<file path="src/rtl/seq_priority_encoder_if.sv">
// rtl/seq_priority_encoder_if.sv - request load / index handshake bundle for seq_priority_encoder
interface seq_priority_encoder_if #(
    parameter int WIDTH = 8,
    parameter int IDX_W = 3
);
    logic             iLoad;
    logic [WIDTH-1:0] iData;
    logic             iReady;
    logic [IDX_W-1:0] oData;
    logic             oValid;
    logic             oBusy;
    logic             oNone;
    logic             oDone;

    modport master (
        output iLoad, iData, iReady,
        input  oData, oValid, oBusy, oNone, oDone
    );

    modport slave (
        input  iLoad, iData, iReady,
        output oData, oValid, oBusy, oNone, oDone
    );
endinterface

</file>
<file path="src/rtl/seq_priority_encoder.sv">
// rtl/seq_priority_encoder.sv - serialises a multi-hot request vector into indices, one per handshake
module seq_priority_encoder #(
    parameter int WIDTH     = 8,
    parameter int IDX_W     = 3,
    parameter bit LSB_FIRST = 1'b0
) (
    input  logic                  iClk,
    input  logic                  iRst_n,
    seq_priority_encoder_if.slave bus
);

    typedef enum logic {
        IDLE = 1'b0,
        SCAN = 1'b1
    } state_t;

    state_t           state, state_nxt;
    logic [WIDTH-1:0] pending, pending_nxt;
    logic [WIDTH-1:0] remaining;
    logic [IDX_W-1:0] data_q, data_nxt;
    logic             none_q, none_nxt;
    logic             done_q, done_nxt;

    // Later loop iterations overwrite earlier ones, so scan direction sets the winner.
    function automatic logic [IDX_W-1:0] prio(input logic [WIDTH-1:0] v);
        logic [IDX_W-1:0] idx;
        idx = '0;
        if (LSB_FIRST) begin
            for (int i = WIDTH - 1; i >= 0; i--) begin
                if (v[i]) idx = IDX_W'(i);
            end
        end else begin
            for (int i = 0; i < WIDTH; i++) begin
                if (v[i]) idx = IDX_W'(i);
            end
        end
        return idx;
    endfunction

    always_ff @(posedge iClk or negedge iRst_n) begin
        if (!iRst_n) begin
            state   <= IDLE;
            pending <= '0;
            data_q  <= '0;
            none_q  <= 1'b0;
            done_q  <= 1'b0;
        end else begin
            state   <= state_nxt;
            pending <= pending_nxt;
            data_q  <= data_nxt;
            none_q  <= none_nxt;
            done_q  <= done_nxt;
        end
    end

    always_comb begin
        state_nxt   = state;
        pending_nxt = pending;
        data_nxt    = data_q;
        none_nxt    = 1'b0;
        done_nxt    = 1'b0;
        remaining   = pending & ~(WIDTH'(1) << data_q);
        case (state)
            IDLE: begin
                if (bus.iLoad) begin
                    if (|bus.iData) begin
                        pending_nxt = bus.iData;
                        data_nxt    = prio(bus.iData);
                        state_nxt   = SCAN;
                    end else begin
                        none_nxt = 1'b1;
                    end
                end
            end
            SCAN: begin
                if (bus.iReady) begin
                    pending_nxt = remaining;
                    if (|remaining) begin
                        data_nxt = prio(remaining);
                    end else begin
                        state_nxt = IDLE;
                        done_nxt  = 1'b1;
                    end
                end
            end
            default: state_nxt = IDLE;
        endcase
    end

    // In this design valid and busy coincide: a scan always has a pending index.
    assign bus.oData  = data_q;
    assign bus.oValid = (state == SCAN);
    assign bus.oBusy  = (state == SCAN);
    assign bus.oNone  = none_q;
    assign bus.oDone  = done_q;

endmodule

</file>
<file path="src/flat_wrapper.sv">
// flat-port wrapper written by rule: the top's interface ports become plain ports
module seq_priority_encoder_flat 
#(
    parameter int WIDTH     = 8,
    parameter int IDX_W     = 3,
    parameter bit LSB_FIRST = 1'b0
)
  (iClk, iRst_n, bus_iLoad, bus_iData, bus_iReady, bus_oData, bus_oValid, bus_oBusy, bus_oNone, bus_oDone);
  seq_priority_encoder_if #(.WIDTH(WIDTH), .IDX_W(IDX_W)) bus_i ();
  input  logic iClk;
  input  logic iRst_n;
  input wire logic [$bits(bus_i.iLoad)-1:0] bus_iLoad;
  input wire logic [$bits(bus_i.iData)-1:0] bus_iData;
  input wire logic [$bits(bus_i.iReady)-1:0] bus_iReady;
  output wire logic [$bits(bus_i.oData)-1:0] bus_oData;
  output wire logic [$bits(bus_i.oValid)-1:0] bus_oValid;
  output wire logic [$bits(bus_i.oBusy)-1:0] bus_oBusy;
  output wire logic [$bits(bus_i.oNone)-1:0] bus_oNone;
  output wire logic [$bits(bus_i.oDone)-1:0] bus_oDone;
  assign bus_i.iLoad = bus_iLoad;
  assign bus_i.iData = bus_iData;
  assign bus_i.iReady = bus_iReady;
  assign bus_oData = bus_i.oData;
  assign bus_oValid = bus_i.oValid;
  assign bus_oBusy = bus_i.oBusy;
  assign bus_oNone = bus_i.oNone;
  assign bus_oDone = bus_i.oDone;
  seq_priority_encoder #(.WIDTH(WIDTH), .IDX_W(IDX_W), .LSB_FIRST(LSB_FIRST)) u_core (.iClk(iClk), .iRst_n(iRst_n), .bus(bus_i));
endmodule
</file>
<file path="config.mk">
export PLATFORM = sky130hd
export DESIGN_NAME = seq_priority_encoder_flat
export DESIGN_NICKNAME = d
export VERILOG_FILES = /design/src/rtl/seq_priority_encoder_if.sv /design/src/rtl/seq_priority_encoder.sv /design/src/flat_wrapper.sv
export SDC_FILE = /design/constraint.sdc
export NUM_CORES = 1
export LEC_CHECK = 0
export ABC_AREA = 1
export BUFFER_PORTS_ARGS = -buffer_cell sky130_fd_sc_hd__buf_2
export CAP_MARGIN = 20
export CELL_PAD_IN_SITES_DETAIL_PLACEMENT = 1
export CELL_PAD_IN_SITES_GLOBAL_PLACEMENT = 2
export CORE_MARGIN = 5
export CORE_UTILIZATION = 30
export DETAILED_ROUTE_END_ITERATION = 10
export HOLD_SLACK_MARGIN = 0.06
export PLACE_DENSITY = 0.74
export SLEW_MARGIN = 10
export SYNTH_ARGS = -nofsm -noshare
export SYNTH_HDL_FRONTEND = slang
export SYNTH_SLANG_ARGS = --single-unit
</file>
<file path="constraint.sdc">
create_clock -name iClk -period 1.5 [get_ports iClk]
set_input_delay 0.3 -clock iClk [delete_from_list [all_inputs] [get_ports iClk]]
set_output_delay 0.3 -clock iClk [all_outputs]
set_load 0.1 [all_outputs]
</file>
==> results of run 1 <==
==> area by class of cell <==
class,instances,area share
Clock buffer,4,0.01925
Inverter,16,0.05500
Multi-Input combinational cell,92,0.4097
Sequential cell,14,0.2676
Tap cell,44,0.04033
Timing Repair Buffer,33,0.2081
==> layer usage <==
metal  vias to the layer above  part of all wire  track usage
li1                        471                 -            -
met1                       434              0.48       0.1767
met2                        10              0.48       0.2191
met3                         2             0.026      0.02530
met4                         0            0.0072      0.04557
met5                         -                 0            0
==> registers in the layout, summed over array words and instances (netlist names) <==
signal            count
u_core.bus.oBusy      1
u_core.bus.oData      3
u_core.bus.oDone      1
u_core.bus.oNone      1
u_core.pending        8
==> power by group <==
| part | internal [mW] | switching [mW] |
|---|---|---|
| combinational | 1.01 | 1.62 |
| clock | 0.103 | 0.128 |
| sequential | 0.576 | 0.200 |
==> logic make-up after synthesis <==
| group | count (synthesis) | share of synthesized area |
|---|---|---|
| buffers and inverters | 20 | 0.1135 |
| AO/OA/AOI/OAI | 24 | 0.1574 |
| flip-flops | 14 | 0.3613 |
| AND/OR/NAND/NOR | 68 | 0.3677 |
==> per-stage QoR <==
stage / setup slack (ns) / utilization / total power, mW
after global routing: -0.03507 / 0.4435 / 3.940
after floorplan: -0.09141 / - / 2.407
after detailed placement: -0.009182 / 0.3947 / 3.109
final: 0.04858 / 0.4435 / 3.641
after CTS: 0.0001685 / 0.4138 / 3.405
after global placement: 0.04511 / 0.3947 / 3.054
==> worst min-delay path: stages <==
cell,delay (ns)
buf_2,0.09
inv_1,0.07
nor2_1,0.05
==> worst paths after layout <==
path,start,endpoint,cells after the start
worst max-delay path,u_core.bus.oData[1],u_core.bus.oData[0],9
worst min-delay path,bus_iLoad,u_core.bus.oNone,3
worst max register to register,u_core.bus.oData[1],u_core.bus.oData[0],9
worst min register to register,u_core.pending[4],u_core.pending[4],2
max in group asynchronous,iRst_n,u_core.bus.oData[0],2
min in group asynchronous,iRst_n,u_core.pending[3],2
==> cell usage in the layout, fill, tap and decap left out, drive strengths merged <==
cell type and instances:
buf 32, inv 16, nand2 45, a21oi 4, nand3 13, or2 1, o21ai 18, dlygate4sd3 1
o22ai 1, dfrtp 14, nor2 9, a31oi 1, clkbuf 4
==> what timing repair did <==
item,4_1_cts,5_1_grt
hold endpoints to repair,14,0
pin swaps,5,8
hold buffers,1,0
endpoints found under the setup margin,1,11
buffers inserted,1,6
resized for setup,4,15
==> summary.txt, run 1 <==
Cells and area
  – Layout Cells excl Fill: 203
  – Post-route cell area: 1365 um2
  – FF+latch area: 365.4 um2
  – Synth-to-Final Area Change: 40.77%
  – Fill cells: 388
  – Area of the multi-input gates: 559.3 um2
  – N_diodes: 0
  – Final net count: 172
  – Layout cells sized above 1: 0.4906

Routing
  – Final WL: approximately 2700 um
  – DR iter-0 viols: 19
  – DR pass1 iterations: 4
  – DR vias/cell: 4.517
  – DR vias: just over 900
  – Wire per inst: 13.07 um
  – Antenna-violating nets left: 0
  – Post-route DRC: 0

Logic synthesis
  – Avg Cell Area, Syn: approximately 7.7 um2
  – Ranking of synthesized cells by area: dfrtp_1 36%, nand2_1 15%, o21ai_2 7.2%, nand3_1 6.7%, o21ai_0 4.6%
  – Fraction of registers with async set/reset: 1.000
  – Synth Net Count: 138
  – Mapped Cells: between 100 and 150
  – Largest area contributor in the netlist: dfrtp_1
  – Post-synth top area share: 0.3613
  – Number of synthesized flops with an enable pin: 0
  – Top cells by count, synth: 38 x nand2_1, 14 x dfrtp_1, 13 x nand3_1
  – YS warnings: 0
  – Yosys cell types: 23
  – Register area share after synthesis: 0.3613
  – Most numerous cell in the Yosys netlist: nand2_1
  – Flops & latches, synth: 14
  – Ys flop type: dfrtp_1
  – Synthesized cell area: roughly 970 um2

Global route
  – GR Util All Layers: 0.1343
  – First-pass GRT wire length: 4409 um
  – Largest net degree at the start of global routing: 18
  – GRT overflow: 0
  – Vias in the first global route: around 940
  – Initial antenna violation count: 0

Critical path
  – Crit. End Element: register
  – CP Cell Sequence: buf_4 -> nand3_1 -> nand2_1 -> nand2_1 -> nor2_2 -> nand2_2 -> nand2_2 -> nor2_1 -> a21oi_2
  – WS Path Type: reg2reg
  – Delay-heaviest family, CP: simple AND/OR/NAND/NOR gates
  – Worst R2R Setup Slack: 0.05 ns
  – Critical Path AT: about 1.6 ns
  – CP max stage delay: 0.52 ns
  – CP max stage cell: dfrtp_4
  – Crit path buf inv count: 1
  – CP Launch Type: register
  – Crit path required time: 1.67 ns
  – CP Max Fanout: 5

STA
  – Min Tclk post-route: 1.451 ns
  – F_max: 0.6890 GHz
  – Hold Vio Cnt, Final: 0
  – Layout Skew: between 0.001 and 0.0015 ns
  – Hold Slack: 0.2719 ns
  – Final slew viol count: 0
  – Final period util: 0.9676
  – Worst-Margin Slew: roughly 0.48 ns
  – Final setup fails: 0
  – Rel. slew slack: 0.6791
  – Post-route setup TNS: 0 ns
  – RSZ-0062 raised after global routing: yes

Job
  – Max-cap violations: 0

Clocking
  – CTS buffer count: 3
  – CTS tree: built
  – Clock transition at path regs: 0.09 ns
  – Clk buf depth: 2
  – H-Tree Depth: 1
  – Sink Count: 14
  – Clock Root Buffer: clkbuf_4
  – Clock Latency Late Sink: 0.28 ns

Floorplanning
  – Die Area: 4470 um2
  – Ports: 19
  – Initial core utilization: 0.3150
  – Die height: 66.86 um
  – Core area: 3078 um2
  – Die W: 66.86 um
  – Std cell rows: 20

Placement
  – GPL Wtd Cong: 0.7768
  – Final HPWL DP: 2049 um
  – IO Port Bufs: 18
  – Placed inst area: about 1200 um2
  – Cell count after placement: 191

Status
  – Status: finished, final reports clean

Pwr
  – Pwr Density: 2667 nW/um2
  – Pleak: 0.7164 nW
  – Peak VDD IR: 0.0006807 V

Hold path
  – HP Class: in2reg
No activity file was read; power rests on OpenSTA's default activity.
==> run 2, diff against run 1 <==
Settings changed: CELL_PAD_IN_SITES_DETAIL_PLACEMENT 1 to 2.
==> run 2 against run 1 <==
Global-route usage is 2.2 points higher. Register-to-register slack got worse by 0.03 ns. Clock skew up 0.0064 ns. Sequential share of layout area fell by 2.8 points. Count of clock-buffer cells in the layout is the same. Die area unchanged. Wire length grew 35%. Non-clock buffer count grew 4. Hold slack gained 0.0037 ns.
==> summary.txt, run 2 (synthesized netlist as in run 1, its figures left out) <==
Status
  – Status: finished, final reports clean (unchanged)

Routing
  – Met3 Wirelength: 137 um (was 68 um)
  – DR pass1 iterations: 4 (unchanged)
  – DR vias/cell: 4.787 (was 4.517)
  – Final WL: 3589 um (was 2654 um)
  – Top routing layer in use: met4 (unchanged)
  – DR iter-0 viols: 13 (was 19)
  – DR vias: 991 (was 917)
  – Met1 WL: 1538 um (was 1284 um)
  – Met2 WL post-DR: 1862 um (was 1282 um)
  – Post-route DRC: 0 (unchanged)
  – Antenna-violating nets left: 0 (unchanged)
  – Wire per inst: 17.34 um (was 13.07 um)

Clocking
  – Sink Count: 14 (unchanged)
  – CTS buffer count: 3 (unchanged)
  – CTS tree: built (unchanged)
  – Clock transition at path regs: 0.10 ns (was 0.09 ns)
  – Clock Latency Late Sink: 0.29 ns (was 0.28 ns)
  – H-Tree Depth: 1 (unchanged)
  – Clk buf depth: 2 (unchanged)
  – Clock Root Buffer: clkbuf_4 (unchanged)

Job
  – Max-cap violations: 0 (unchanged)

Hold path
  – Hold Path Depth: 3 (unchanged)
  – Hold Path Sink: u_core.bus.oNone (unchanged)
  – HP Class: in2reg (unchanged)
  – Hold_sp: bus_iLoad (unchanged)

STA
  – Layout Skew: 0.007436 ns (was 0.001046 ns)
  – Worst-Margin Slew: 0.4902 ns (was 0.4847 ns)
  – RSZ-0062 raised after global routing: yes (unchanged)
  – Min Tclk post-route: 1.486 ns (was 1.451 ns)
  – Hold Vio Cnt, Final: 0 (unchanged)
  – Final slew viol count: 0 (unchanged)
  – F_max: 0.6730 GHz (was 0.6890 GHz)
  – Final period util: 0.9906 (was 0.9676)
  – Final setup fails: 0 (unchanged)
  – Setup WS post-layout: 0.01405 ns (was 0.04858 ns)
  – Rel. slew slack: 0.6755 (was 0.6791)

Placement
  – Final HPWL DP: 2260 um (was 2049 um)
  – IO Port Bufs: 18 (unchanged)
  – GPL Wtd Cong: 0.7768 (unchanged)
  – Place WS: -0.01369 ns (was -0.009182 ns)

Floorplanning
  – Die height: 66.86 um (unchanged)
  – Initial core utilization: 0.3150 (unchanged)
  – Die W: 66.86 um (unchanged)
  – Core area: 3078 um2 (unchanged)
  – Die Area: 4470 um2 (unchanged)
  – Std cell rows: 20 (unchanged)
  – Ports: 19 (unchanged)

Cells and area
  – Max reg flops: 8 (unchanged)
  – N_diodes: 0 (unchanged)
  – Area of the multi-input gates: 663.1 um2 (was 559.3 um2)
  – FF+latch area: 365.4 um2 (unchanged)
  – Fill cells: 341 (was 388)
  – Most frequent cells in the layout: 26 x nand2_1, 13 x buf_2, 13 x buf_4, 12 x nand2_2, 12 x inv_1 (was 33 x nand2_1, 13 x buf_2, 13 x buf_4, 11 x inv_1, 10 x dfrtp_1)
  – Final net count: 176 (was 172)
  – Layout cells sized above 1: 0.5828 (was 0.4906)
  – Commonest non-fill, non-tap cell in the layout: nand2_1 (unchanged)
  – Synth-to-Final Area Change: 57.55% (was 40.77%)
  – Largest Register: u_core.pending (unchanged)

Global route
  – Initial antenna violation count: 0 (unchanged)
  – First-pass GRT wire length: 5099 um (was 4409 um)
  – Largest net degree at the start of global routing: 18 (unchanged)
  – GR Util All Layers: 0.1565 (was 0.1343)
  – Vias in the first global route: 1060 (was 939)
  – GRT overflow: 0 (unchanged)

Critical path
  – CP Max Fanout: 4 (was 5)
  – Cell count of the worst reg-to-reg path: 7 (was 9)
  – Worst R2R Setup Slack: 0.01 ns (was 0.05 ns)
  – Crit. End Element: register (unchanged)
  – WS Path Type: reg2reg (unchanged)
  – Critical Path AT: 1.66 ns (was 1.62 ns)
  – RR Endpoint: u_core.bus.oData[2] (was u_core.bus.oData[0])
  – CP Launch Type: register (unchanged)
  – R2r startpoint: u_core.bus.oData[0] (was u_core.bus.oData[1])
  – Crit path required time: 1.67 ns (about the same)
==> run 2: cell types whose count changed in the layout (fill, tap and decap cells not counted), moves of 2 or more <==
| cell | delta |
|---|---|
| buf_6 | +3 |
| inv_4 | -2 |
| inv_6 | +2 |
| nand2_1 | -7 |
| nand2_2 | +3 |
| nand2_4 | +4 |
| nand3_1 | -5 |
| nand3_4 | +4 |
| o21ai_0 | -2 |
==> run 2: layout make-up <==
| cell class | instances | share of cell area |
|---|---|---|
| well taps | 44 | 0.03604 |
| repair buffers | 37 | 0.2211 |
| flip-flops and latches | 14 | 0.2391 |
| multi-input cells | 92 | 0.4341 |
| inverters | 16 | 0.05242 |
| clock buffers | 4 | 0.01720 |
==> run 2: worst max-delay path by stage <==
stage	from	slack, ns	end
global placement	u_core.bus.oData[0]	0.05	u_core.bus.oData[0]
floorplan	u_core.bus.oBusy	-0.09	u_core.pending[7]
finish	u_core.bus.oData[0]	0.01	u_core.bus.oData[2]
global route	u_core.bus.oData[0]	-0.09	u_core.bus.oBusy
CTS	u_core.bus.oData[0]	-0.01	u_core.bus.oData[0]
detailed placement	u_core.bus.oData[0]	-0.01	u_core.bus.oBusy
==> run 2: critical path: stages, from the launching register on <==
cell and delay [ns]:
dfrtp_4 0.53, inv_6 0.09, nand3_2 0.10, nand2_2 0.10
nand3_2 0.10, buf_4 0.16, o22ai_1 0.18, o21ai_1 0.10
==> run 2: repair_timing <==
action	CTS	global route
resized for setup	3	45
pin swaps	3	18
hold endpoints to repair	14	0
setup endpoints to repair	4	12
hold buffers	1	0
setup buffers	4	8
==> run 2: layer usage <==
metal  track usage  up-vias
li1              -      478
met1        0.1889      491
met2        0.2710       16
met3       0.03373        6
met4       0.05570        0
met5             0        -
==> run 2: per-stage QoR <==
| stage | setup TNS [ns] | cell area, um2 | cells | hold slack [ns] | utilization |
|---|---|---|---|---|---|
| 6_report | 0 | 1528 | 207 | 0.2756 | 0.4963 |
| 5_1_grt | -0.3705 | 1528 | 207 | 0.2841 | 0.4963 |
| 4_1_cts | -0.02264 | 1292 | 200 | 0.2483 | 0.4199 |
| 3_5_place_dp | -0.02530 | 1215 | 191 | 0.2365 | 0.3947 |
| 3_3_place_gp | 0 | 1215 | 191 | 0.2278 | 0.3947 |
| 2_1_floorplan | -0.7398 | 984.7 | 126 | 0.004409 | - |
Power of run 2 is left out: the tool's default activity adds up to more than one toggle a clock period on the data nets, which glitch-free logic cannot reach.
